==> config.mk <==
export PLATFORM = sky130hd
export DESIGN_NAME = player_physics_flat
export DESIGN_NICKNAME = d
export VERILOG_FILES = /design/src/rtl/player_physics_if.sv /design/src/rtl/player_physics.sv /design/src/flat_wrapper.sv
export SDC_FILE = /design/constraint.sdc
export NUM_CORES = 1
export LEC_CHECK = 0
export ABC_AREA = 1
export CAP_MARGIN = 20
export CORE_ASPECT_RATIO = 0.75
export CORE_UTILIZATION = 40
export DETAILED_ROUTE_END_ITERATION = 7
export GPL_ROUTABILITY_DRIVEN = 0
export PLACE_DENSITY_LB_ADDON = 0.15
export SYNTH_ARGS = -nofsm -noshare
export SYNTH_HDL_FRONTEND = slang
export SYNTH_SLANG_ARGS = --single-unit
==> constraint.sdc <==
create_clock -name clk -period 4.4 [get_ports clk]
set_input_delay 1.32 -clock clk [delete_from_list [all_inputs] [get_ports clk]]
set_output_delay 1.32 -clock clk [all_outputs]
set_load 0.02 [all_outputs]
==> src/rtl/player_physics_if.sv <==
// ---------------------------------------------------------------------------
// player_physics_if
//
// Bundles the signals between the control stage, the player_physics block
// and its consumers (platform generator, renderer, top level).
//
//   fps_counter  control -> physics  free-running frame counter
//   delta_x      control -> physics  signed horizontal step per frame
//   game_state   control -> physics  0 = waiting, nonzero = play requested
//   land         control -> physics  feet overlap a platform
//   player_x     physics -> consumer player left x, 0..SCREEN_W-1
//   player_y     physics -> consumer player top y
//   vy           physics -> consumer signed vertical velocity (neg = up)
//   scroll_dy    physics -> consumer world scroll for this frame
//   score        physics -> consumer saturating height score
//   game_over    physics -> consumer high once the player has died
//   frame_done   physics -> consumer one-cycle pulse after each frame update
//
// Modports: master = whoever drives the frame inputs, slave = player_physics.
// ---------------------------------------------------------------------------
interface player_physics_if #(
    parameter int CNT_W = 20
);
    logic [CNT_W-1:0]   fps_counter;
    logic signed [8:0]  delta_x;
    logic [1:0]         game_state;
    logic               land;

    logic [9:0]         player_x;
    logic [9:0]         player_y;
    logic signed [7:0]  vy;
    logic [7:0]         scroll_dy;
    logic [19:0]        score;
    logic               game_over;
    logic               frame_done;

    modport master (
        output fps_counter, delta_x, game_state, land,
        input  player_x, player_y, vy, scroll_dy, score, game_over, frame_done
    );

    modport slave (
        input  fps_counter, delta_x, game_state, land,
        output player_x, player_y, vy, scroll_dy, score, game_over, frame_done
    );
endinterface

==> src/rtl/player_physics.sv <==
// ---------------------------------------------------------------------------
// player_physics
//
// Per-frame kinematics for the player sprite. Once per frame tick
// (fps_counter all ones) it integrates horizontal motion with screen
// wrap-around and vertical motion with gravity, platform bounce and upward
// scrolling. Motion that would carry the player above SCROLL_LINE is turned
// into world scroll and added to the height score.
//
// Ports:
//   clk   clock
//   rst   synchronous reset, active-high
//   bus   player_physics_if.slave
//           in : fps_counter, delta_x, game_state, land
//           out: player_x, player_y, vy, scroll_dy, score, game_over,
//                frame_done
//
// All outputs are registered; they change only in the cycle after a tick,
// and frame_done pulses in that same cycle.
// ---------------------------------------------------------------------------
module player_physics #(
    parameter int FPS         = 60,
    parameter int CLK         = 25000000,
    parameter int SCREEN_W    = 640,
    parameter int SCREEN_H    = 480,
    parameter int START_X     = 300,
    parameter int START_Y     = 400,
    parameter int JUMP_V      = 12,
    parameter int GRAVITY     = 1,
    parameter int MAX_FALL    = 15,
    parameter int SCROLL_LINE = 160
) (
    input  logic            clk,
    input  logic            rst,
    player_physics_if.slave bus
);

    localparam int CNT_W = $clog2(CLK / FPS) + 1;

    // Constants pre-sized to the arithmetic they take part in.
    localparam logic [9:0]         START_X_V     = 10'(START_X);
    localparam logic [9:0]         START_Y_V     = 10'(START_Y);
    localparam logic [9:0]         SCREEN_W_V    = 10'(SCREEN_W);
    localparam logic signed [10:0] SCREEN_W_S    = 11'(SCREEN_W);
    localparam logic signed [10:0] SCREEN_H_S    = 11'(SCREEN_H);
    localparam logic [9:0]         DEATH_Y       = 10'(SCREEN_H - 1);
    localparam logic signed [10:0] SCROLL_LINE_S = 11'(SCROLL_LINE);
    localparam logic [9:0]         SCROLL_LINE_Y = 10'(SCROLL_LINE);
    localparam logic [7:0]         SCROLL_LINE_B = 8'(SCROLL_LINE);
    localparam logic signed [7:0]  JUMP_VY       = 8'(-JUMP_V);
    localparam logic signed [8:0]  GRAVITY_S     = 9'(GRAVITY);
    localparam logic signed [8:0]  MAX_FALL_S    = 9'(MAX_FALL);
    localparam logic signed [7:0]  MAX_FALL_VY   = 8'(MAX_FALL);

    typedef enum logic [1:0] {
        IDLE = 2'd0,
        PLAY = 2'd1,
        DEAD = 2'd2
    } state_t;

    // -----------------------------------------------------------------------
    // State
    // -----------------------------------------------------------------------
    state_t             state_q,     state_d;
    logic [9:0]         x_q,         x_d;
    logic [9:0]         y_q,         y_d;
    logic signed [7:0]  vy_q,        vy_d;
    logic [7:0]         scroll_q,    scroll_d;
    logic [19:0]        score_q,     score_d;
    logic               game_over_q, game_over_d;
    logic               frame_done_q, frame_done_d;

    // -----------------------------------------------------------------------
    // Frame tick
    // -----------------------------------------------------------------------
    logic [CNT_W-1:0] frame_cnt;
    logic             tick;

    assign frame_cnt = bus.fps_counter;
    assign tick      = &frame_cnt;

    // -----------------------------------------------------------------------
    // Datapath: candidate next values for a PLAY tick
    // -----------------------------------------------------------------------
    logic signed [10:0] xs;          // unwrapped next x
    logic [9:0]         x_wrap;      // next x folded into 0..SCREEN_W-1
    logic signed [10:0] yn;          // unclamped next y
    logic signed [8:0]  vy_g;        // vy after gravity, before the fall cap
    logic signed [7:0]  vy_fall;     // vy after gravity and cap
    logic [7:0]         scroll_amt;  // SCROLL_LINE - yn when above the line
    logic [20:0]        score_sum;   // one extra bit to detect overflow
    logic [19:0]        score_sat;

    always_comb begin
        xs = $signed({1'b0, x_q}) + $signed({{2{bus.delta_x[8]}}, bus.delta_x});

        // |delta_x| < SCREEN_W, so one correction always lands in range. The
        // correction is done modulo 1024, which is exact because the result
        // is known to fit in 0..SCREEN_W-1.
        if (xs < 11'sd0) begin
            x_wrap = xs[9:0] + SCREEN_W_V;
        end else if (xs >= SCREEN_W_S) begin
            x_wrap = xs[9:0] - SCREEN_W_V;
        end else begin
            x_wrap = xs[9:0];
        end

        yn = $signed({1'b0, y_q}) + $signed({{3{vy_q[7]}}, vy_q});

        vy_g    = $signed({vy_q[7], vy_q}) + GRAVITY_S;
        vy_fall = (vy_g > MAX_FALL_S) ? MAX_FALL_VY : vy_g[7:0];

        // Only consumed when yn < SCROLL_LINE; the distance is at most the
        // jump speed, so the low byte carries it exactly.
        scroll_amt = SCROLL_LINE_B - yn[7:0];

        score_sum = {1'b0, score_q} + {13'd0, scroll_amt};
        score_sat = score_sum[20] ? '1 : score_sum[19:0];
    end

    // -----------------------------------------------------------------------
    // Next-state / output logic
    // -----------------------------------------------------------------------
    always_comb begin
        // NOTE: every signal gets its hold value before the case statement so
        // that no path through the block leaves one unassigned (no latches).
        state_d      = state_q;
        x_d          = x_q;
        y_d          = y_q;
        vy_d         = vy_q;
        scroll_d     = scroll_q;
        score_d      = score_q;
        game_over_d  = game_over_q;
        frame_done_d = 1'b0;

        case (state_q)
            IDLE: begin
                if (tick) begin
                    frame_done_d = 1'b1;
                    // Launch: only velocity changes, position moves next frame.
                    if (bus.game_state != 2'd0) begin
                        state_d = PLAY;
                        vy_d    = JUMP_VY;
                    end
                end
            end

            PLAY: begin
                if (tick) begin
                    frame_done_d = 1'b1;
                    x_d          = x_wrap;

                    if (yn >= SCREEN_H_S) begin
                        // Falling off the bottom wins over a bounce on the
                        // same frame; vy keeps its value and freezes.
                        state_d     = DEAD;
                        game_over_d = 1'b1;
                        y_d         = DEATH_Y;
                        scroll_d    = 8'd0;
                    end else begin
                        // land is ignored while rising so the player passes
                        // up through platforms.
                        vy_d = (bus.land && !vy_q[7]) ? JUMP_VY : vy_fall;

                        if (yn < SCROLL_LINE_S) begin
                            y_d      = SCROLL_LINE_Y;
                            scroll_d = scroll_amt;
                            score_d  = score_sat;
                        end else begin
                            y_d      = yn[9:0];
                            scroll_d = 8'd0;
                        end
                    end
                end
            end

            DEAD: begin
                // Everything frozen, including frame_done; only rst leaves.
            end

            default: begin
                state_d = IDLE;
            end
        endcase
    end

    // -----------------------------------------------------------------------
    // Registers
    // -----------------------------------------------------------------------
    // NOTE: non-blocking assignments here so every flop samples the values
    // computed before this edge, independent of statement order.
    always_ff @(posedge clk) begin
        if (rst) begin
            state_q      <= IDLE;
            x_q          <= START_X_V;
            y_q          <= START_Y_V;
            vy_q         <= 8'sd0;
            scroll_q     <= 8'd0;
            score_q      <= 20'd0;
            game_over_q  <= 1'b0;
            frame_done_q <= 1'b0;
        end else begin
            state_q      <= state_d;
            x_q          <= x_d;
            y_q          <= y_d;
            vy_q         <= vy_d;
            scroll_q     <= scroll_d;
            score_q      <= score_d;
            game_over_q  <= game_over_d;
            frame_done_q <= frame_done_d;
        end
    end

    // -----------------------------------------------------------------------
    // Outputs
    // -----------------------------------------------------------------------
    assign bus.player_x   = x_q;
    assign bus.player_y   = y_q;
    assign bus.vy         = vy_q;
    assign bus.scroll_dy  = scroll_q;
    assign bus.score      = score_q;
    assign bus.game_over  = game_over_q;
    assign bus.frame_done = frame_done_q;

endmodule

==> src/flat_wrapper.sv <==
// flat-port wrapper written by rule: the top's interface ports become plain ports
module player_physics_flat 
#(
    parameter int FPS         = 60,
    parameter int CLK         = 25000000,
    parameter int SCREEN_W    = 640,
    parameter int SCREEN_H    = 480,
    parameter int START_X     = 300,
    parameter int START_Y     = 400,
    parameter int JUMP_V      = 12,
    parameter int GRAVITY     = 1,
    parameter int MAX_FALL    = 15,
    parameter int SCROLL_LINE = 160
)
  (clk, rst, bus_fps_counter, bus_delta_x, bus_game_state, bus_land, bus_player_x, bus_player_y, bus_vy, bus_scroll_dy, bus_score, bus_game_over, bus_frame_done);
  player_physics_if bus_i ();
  input  logic clk;
  input  logic rst;
  input wire logic [$bits(bus_i.fps_counter)-1:0] bus_fps_counter;
  input wire logic [$bits(bus_i.delta_x)-1:0] bus_delta_x;
  input wire logic [$bits(bus_i.game_state)-1:0] bus_game_state;
  input wire logic [$bits(bus_i.land)-1:0] bus_land;
  output wire logic [$bits(bus_i.player_x)-1:0] bus_player_x;
  output wire logic [$bits(bus_i.player_y)-1:0] bus_player_y;
  output wire logic [$bits(bus_i.vy)-1:0] bus_vy;
  output wire logic [$bits(bus_i.scroll_dy)-1:0] bus_scroll_dy;
  output wire logic [$bits(bus_i.score)-1:0] bus_score;
  output wire logic [$bits(bus_i.game_over)-1:0] bus_game_over;
  output wire logic [$bits(bus_i.frame_done)-1:0] bus_frame_done;
  assign bus_i.fps_counter = bus_fps_counter;
  assign bus_i.delta_x = bus_delta_x;
  assign bus_i.game_state = bus_game_state;
  assign bus_i.land = bus_land;
  assign bus_player_x = bus_i.player_x;
  assign bus_player_y = bus_i.player_y;
  assign bus_vy = bus_i.vy;
  assign bus_scroll_dy = bus_i.scroll_dy;
  assign bus_score = bus_i.score;
  assign bus_game_over = bus_i.game_over;
  assign bus_frame_done = bus_i.frame_done;
  player_physics #(.FPS(FPS), .CLK(CLK), .SCREEN_W(SCREEN_W), .SCREEN_H(SCREEN_H), .START_X(START_X), .START_Y(START_Y), .JUMP_V(JUMP_V), .GRAVITY(GRAVITY), .MAX_FALL(MAX_FALL), .SCROLL_LINE(SCROLL_LINE)) u_core (.clk(clk), .rst(rst), .bus(bus_i));
endmodule
# Word-level counts from Yosys, hierarchy flattened
# Index checks and enable logic that the tools add are counted.
dict set report totals {
  output_inout_bits 58
  inputBits 34
  register_bits 60
  elab_cells 63
}
dict set report classes {
  muxes 20
  magnitude_cmp 5
  bitwise 3
  n_addsub 7
  eq_ne 7
  n_reduce_logical 13
}
# operator n
set ops {}
lappend ops {{8-bit 2-to-1 mux} 8}
lappend ops {{10-bit 2-to-1 mux} 4}
lappend ops {{23-bit AND reduction} 1}
lappend ops {{22-bit AND reduction} 1}
lappend ops {{20-bit by 8-bit adder with 21-bit output} 1}
lappend ops {{21-bit AND reduction} 1}
lappend ops {{20-bit 2-to-1 mux} 1}
lappend ops {{20-bit AND reduction} 1}
lappend ops {{8-bit one-hot mux with 2 select lines} 1}
lappend ops {{11-bit by 8-bit adder with 11-bit output} 1}
lappend ops {{11-bit by 9-bit adder with 11-bit output} 1}
lappend ops {{11-bit by 10-bit >= comparator with 1-bit output (second input constant)} 1}
lappend ops {{11-bit >= comparator (second input constant)} 1}
lappend ops {{11-bit by 1-bit less-than comparator with 1-bit output (second input constant)} 1}
lappend ops {{11-bit by 9-bit less-than comparator with 1-bit output (second input constant)} 1}
lappend ops {{10-bit adder (second input constant)} 1}
lappend ops {{5-bit AND reduction} 2}
lappend ops {{10-bit subtractor (second input constant)} 1}
lappend ops {{8-bit by 2-bit adder with 9-bit output (second input constant)} 1}
lappend ops {{9-bit by 5-bit greater-than comparator with 1-bit output (second input constant)} 1}
lappend ops {{2-bit 2-to-1 mux} 4}
lappend ops {{2-bit by 1-bit inequality test with 1-bit output (second input constant)} 4}
lappend ops {{8-bit subtractor (first input constant)} 1}
lappend ops {{2-bit one-hot mux with 3 select lines} 1}
lappend ops {{other kinds (10)} 14}

# Depth between registers and ports, before layout
dict set report depth {
  depth_word 7
  mapped_depth 23
  ltp_nobuf 23
}

# Least setup slack after synthesis
# Ideal clock, no wire load.
dict set report synth_timing {
  path_kind {register to register}
  from {register u_core.vy_q[0] (netlist: u_core.bus.vy[0])}
  to {register u_core.score_q[19] (netlist: u_core.bus.score[19])}
  period_less_slack_ps 3637
  slack_ps 763
  setup_time_ps 115
  arrival_ps 3522
  path_buffers 0
  t_required_ps 4285
  path_stages_with_launch 20
  cell_sequence {dfxtp_1 -> ha_1 -> fa_1 -> xnor2_1 -> nand2_1 -> nor2_1 -> nand3_1 -> nand2_1 -> nand2_1 -> xor2_1 -> ha_1 -> nand2_1 -> nor2_1 -> a21oi_1 -> o21ai_0 -> nand2_1 -> o21ai_0 -> nand2_1 -> nor3_2 -> nor2_1}
}
dict set report synth_between {
  elab_chain_cells 4
  word_cells_on_any_way 8
  classes_between {3 x add/sub; 2 x order compare; 1 x mux; 1 x bitwise; 1 x reduce/logical}
}
# item line_no
set synth_rtl {}
lappend synth_rtl {{from (decl)} player_physics.sv:67} ;# logic signed [7:0] vy_q, vy_d;
lappend synth_rtl {{from (signal assigned)} player_physics.sv:206} ;# vy_q <= vy_d;
lappend synth_rtl {{11-bit by 8-bit adder with 11-bit output (*)} player_physics.sv:108} ;# yn = $signed({1'b0, y_q}) + $signed({{3{vy_q[7]}}, vy_q});
lappend synth_rtl {{8-bit subtractor or 11-bit by 10-bit >= comparator with 1-bit output (tied branches)} {player_physics.sv:115, player_physics.sv:153}}
lappend synth_rtl {{20-bit by 8-bit adder with 21-bit output or 1-bit NOT (tied branches)} n/a}
lappend synth_rtl {{20-bit 2-to-1 mux or 23-bit AND reduction (tied branches)} n/a}
lappend synth_rtl {{to (signal assigned)} player_physics.sv:208} ;# score_q <= score_d;
lappend synth_rtl {{to (decl)} player_physics.sv:69} ;# logic [19:0] score_q, score_d;
# Mark *: on every way between the ends. The rest lies on a longest branch, timed or not.
# A chain may end at the register's enable or synchronous reset.

# Worst setup path after layout
dict set report layout_timing {
  from {register u_core.vy_q[0] (netlist: u_core.bus.vy[0])}
  to {register u_core.score_q[11] (netlist: u_core.bus.score[11])}
}
# The elaborated chain is that of the path after synthesis.

==> results.txt <==
Outcome = complete, no violations
Wire length per cell = 12.7 µm
CP dominant cell by count = nand2_1
Max incr delay on CP = 0.47 ns
CTS tree = built
Synth-to-Final Area Change = 29.3%
Vias per cell = 4.86
Worst hold path class = reg -> reg
Post-Syn Area = 4790 µm²
CTS Hold Buffers Added = 0
Crit-path slowest cell = fa_1
Part of the power in registers = 38.3%
Dpl ws = 0.483 ns
CP delay by family, top = simple AND/OR/NAND/NOR gates
Slew @ Worst Pin = 0.798 ns
Reg2Reg Setup Slack = 0.49 ns
Fillers = 1158
Layout net count = 932
Largest area contributor in the netlist = dfxtp_1
Clk sinks = 60
Initial antenna violation count = 0
Warnings from Yosys = 0
Min-Delay Endpoint = u_core.bus.game_over$_SDFFE_PP0P_
Worst endpoint required time = 4.63 ns
CP bufs+invs = 0
Deepest clock path buffer count = 2
Design area = 6200 µm²
Kind of critical path = reg -> reg
Top cell type's share of synthesized area = 25.1%
Pins over their slew limit = 0
Sw power = 0.313 mW
Area of the multi-input gates = 3100 µm²
Max Freq = 0.256 GHz
Tmin final = 3.91 ns
Skew-Pair Late Insertion Delay = 0.33 ns
P_int = 1.11 mW
Worst hold margin = 0.456 ns
Die Wd = 128 µm
Cts bufs inserted = 9
Ranking of synthesized cells by area = dfxtp_1, nand2_1, ha_1
Core Footprint = 11600 µm²
Detailed Route Iter0 Violations = 301
Final Setup Violations = 0
Ant diodes = 0
Mapped Nets = 838
Reg2Reg Depth = 19
Drc violations = 0
Sw frac = 22.1%
Overall global routing resource usage = 22.2%
Via count = 4988
Vias in the first global route = 4612
Worst relative slew slack = 46.4%
Critical Path, Cell by Cell = ha_1 -> fa_1 -> xnor2_1 -> nand2_1 -> nor2_1 -> nand3_1 -> nand2_1 -> nand2_1 -> xor2_1 -> ha_1 -> a21oi_1 -> o21a_1 -> nand2_1 -> nand2_1 -> nor2_1 -> nand4_1 -> nand3_2 -> nor2_1 -> nor2_1
Drt pass-1 iters = 7
Gate Count Post-Synth = 766
Antenna Violating Nets Remaining = 0
Final Cycle Share = 88.9%
CP Max Fanout = 15
VDD IR max = 162 µV
Worst setup margin = 0.488 ns
Number of H-tree levels = 3
PD cells = 229 nW/µm²
Comb power frac = 7.6%
Crit path DAT = 4.14 ns
Largest net degree at the start of global routing = 22
Reg-to-Reg Start = u_core.bus.vy[0]$_SDFFE_PP0P_
Post_cts resized = 0
Synth Register Bits = 60
DP HPWL = 10.1 mm
Clock-pin slew on the worst setup and hold paths = 0.05 ns
Root buffer cell = clkbuf_16
Unique cell type count in the Yosys netlist = 35
Clock Power Share = 54.0%
Die area = 12400 µm²
Worst hold start = u_core.bus.game_over$_SDFFE_PP0P_
Setup crit end kind = flop
Critical Path Start Type = flop
Setup Skew = 0.00925 ns
Syn avg cell area = 6.26 µm²
Worst Hold Depth = 2
Endpoints failing hold = 0
Placed Area = 5880 µm²
RSZ-0062 raised after global routing = false
Post-CTS Setup Bufs = 0
R2R Path End = u_core.bus.score[11]$_SDFFE_PP0P_
Layout cells sized above 1 = 5.32%
Post-Route WL = 13.1 mm
Cell Rows = 34
Total gr overflow = 0
Setup_tns = 0 ns
IO Port Bufs = 91
Initial Util = 41.3%
Maxcap violations = 0
Io pins = 92
Register area share after synthesis = 25.1%
Global-route wire length before repair = 22.3 mm
Die span in y = 96.8 µm
P_leak = 3.03 nW
Register area = 1200 µm²
==> layer usage <==
layer / wire length [µm] / vias up / part of all wire, % / track usage, %
li1: - / 2633 / - / -
met1: 6840 / 2229 / 52 / 32.0
met2: 5440 / 115 / 42 / 34.0
met3: 693 / 11 / 5.3 / 4.15
met4: 100 / 0 / 0.76 / 4.62
met5: 0 / - / 0 / 0
==> sequential cells by signal, indices dropped and copies added (netlist names) <==
register               flops
u_core.bus.frame_done      1
u_core.bus.game_over       1
u_core.bus.player_x       10
u_core.bus.player_y       10
u_core.bus.score          20
u_core.bus.scroll_dy       8
u_core.bus.vy              8
u_core.state_q             2
==> worst reg2reg max path, delay by kind of cell, from the launching register on <==
| kind | cells | cell delay [ns] |
|---|---|---|
| fa+ha+maj | 3 | 1.01 |
| xor+xnor | 2 | 0.63 |
| compound gates | 2 | 0.31 |
| simple gates | 12 | 1.50 |
| flops | 1 | 0.36 |
==> Yosys cell counts <==
master / n
nor4b_2: 1
nand3b_1: 3
o21bai_1: 2
nor2_1: 107
inv_1: 111
nor3_2: 2
clkbuf_1: 7
o21ai_0: 31
o21ai_1: 1
xnor2_1: 6
nand2_1: 211
nand2_2: 11
buf_6: 2
a21o_1: 1
ha_1: 35
o21a_1: 1
a31oi_1: 5
nand2_4: 1
nor3_1: 5
dfxtp_1: 60
a21oi_1: 41
fa_1: 3
nor2_2: 4
nand4_1: 22
nor4_4: 1
nand3_4: 2
xor2_1: 21
buf_4: 3
xor2_2: 1
buf_2: 1
nand3_2: 3
and2_1: 2
a21oi_2: 1
nand3_1: 57
a211o_1: 1
==> power groups by stage <==
stage	Combinational [mW]	Sequential, mW	Clock [mW]
final	0.108	0.544	0.766
after global routing	0.122	0.543	0.798
after CTS	0.107	0.544	0.778
after detailed placement	0.107	0.555	0
after global placement	0.104	0.555	0
after floorplan	0.0585	0.555	0
==> layout make-up <==
cell class,count,share of cell area (%)
Multi-Input combinational cell,582,50.0
Sequential cell,60,19.4
Timing Repair Buffer,96,15.5
Inverter,111,6.72
Clock buffer,12,3.98
Tap cell,162,3.27
Clock inverter,4,1.17
==> cells in the final DEF, fill, tap and decap left out, types with 6 or more instances in the layout <==
master / Yosys / final
xor2_1: 21 / 21
a21oi_1: 41 / 41
clkbuf_16: 0 / 9
nand4_1: 22 / 22
nand3_1: 57 / 57
clkdlybuf4s50_1: 0 / 91
inv_1: 111 / 111
nand2_1: 211 / 211
ha_1: 35 / 35
dfxtp_1: 60 / 60
o21ai_0: 31 / 31
nand2_2: 11 / 11
xnor2_1: 6 / 6
nor2_1: 107 / 107
==> cells by family after synthesis <==
family	Yosys count	synth area share (%)
DFF	60	25.1
buffers and inverters	124	10.3
xor gates and xnor gates	28	5.27
and+or+nand+nor	432	39.7
adders and majority gates	38	10.4
AOI/OAI and AO/OA	84	9.27
==> through the flow <==
| stage | utilization [%] | power [mW] | instances |
|---|---|---|---|
| after detailed placement | 50.6 | 0.662 | 1011 |
| after global routing | 53.4 | 1.46 | 1027 |
| after global placement | 50.6 | 0.659 | 1011 |
| final | 53.4 | 1.42 | 1027 |
| after floorplan | - | 0.614 | 766 |
| after CTS | 53.4 | 1.43 | 1027 |
==> worst max path at each step <==
stage                                               end  slack, ns                          start  depth (start not counted)
floorplan             u_core.bus.score[19]$_SDFFE_PP0P_       0.76  u_core.bus.vy[0]$_SDFFE_PP0P_                         19
global placement    u_core.bus.player_x[7]$_SDFFE_PP0P_       0.63                 bus_delta_x[0]                         17
detailed placement    u_core.bus.score[11]$_SDFFE_PP0P_       0.48  u_core.bus.vy[0]$_SDFFE_PP0P_                         19
CTS                    u_core.bus.score[9]$_SDFFE_PP0P_       0.46  u_core.bus.vy[0]$_SDFFE_PP0P_                         19
global route           u_core.bus.score[6]$_SDFFE_PP0P_       0.09  u_core.bus.vy[0]$_SDFFE_PP0P_                         19
finish                u_core.bus.score[11]$_SDFFE_PP0P_       0.49  u_core.bus.vy[0]$_SDFFE_PP0P_                         19
No activity file was read; power rests on OpenSTA's default activity.
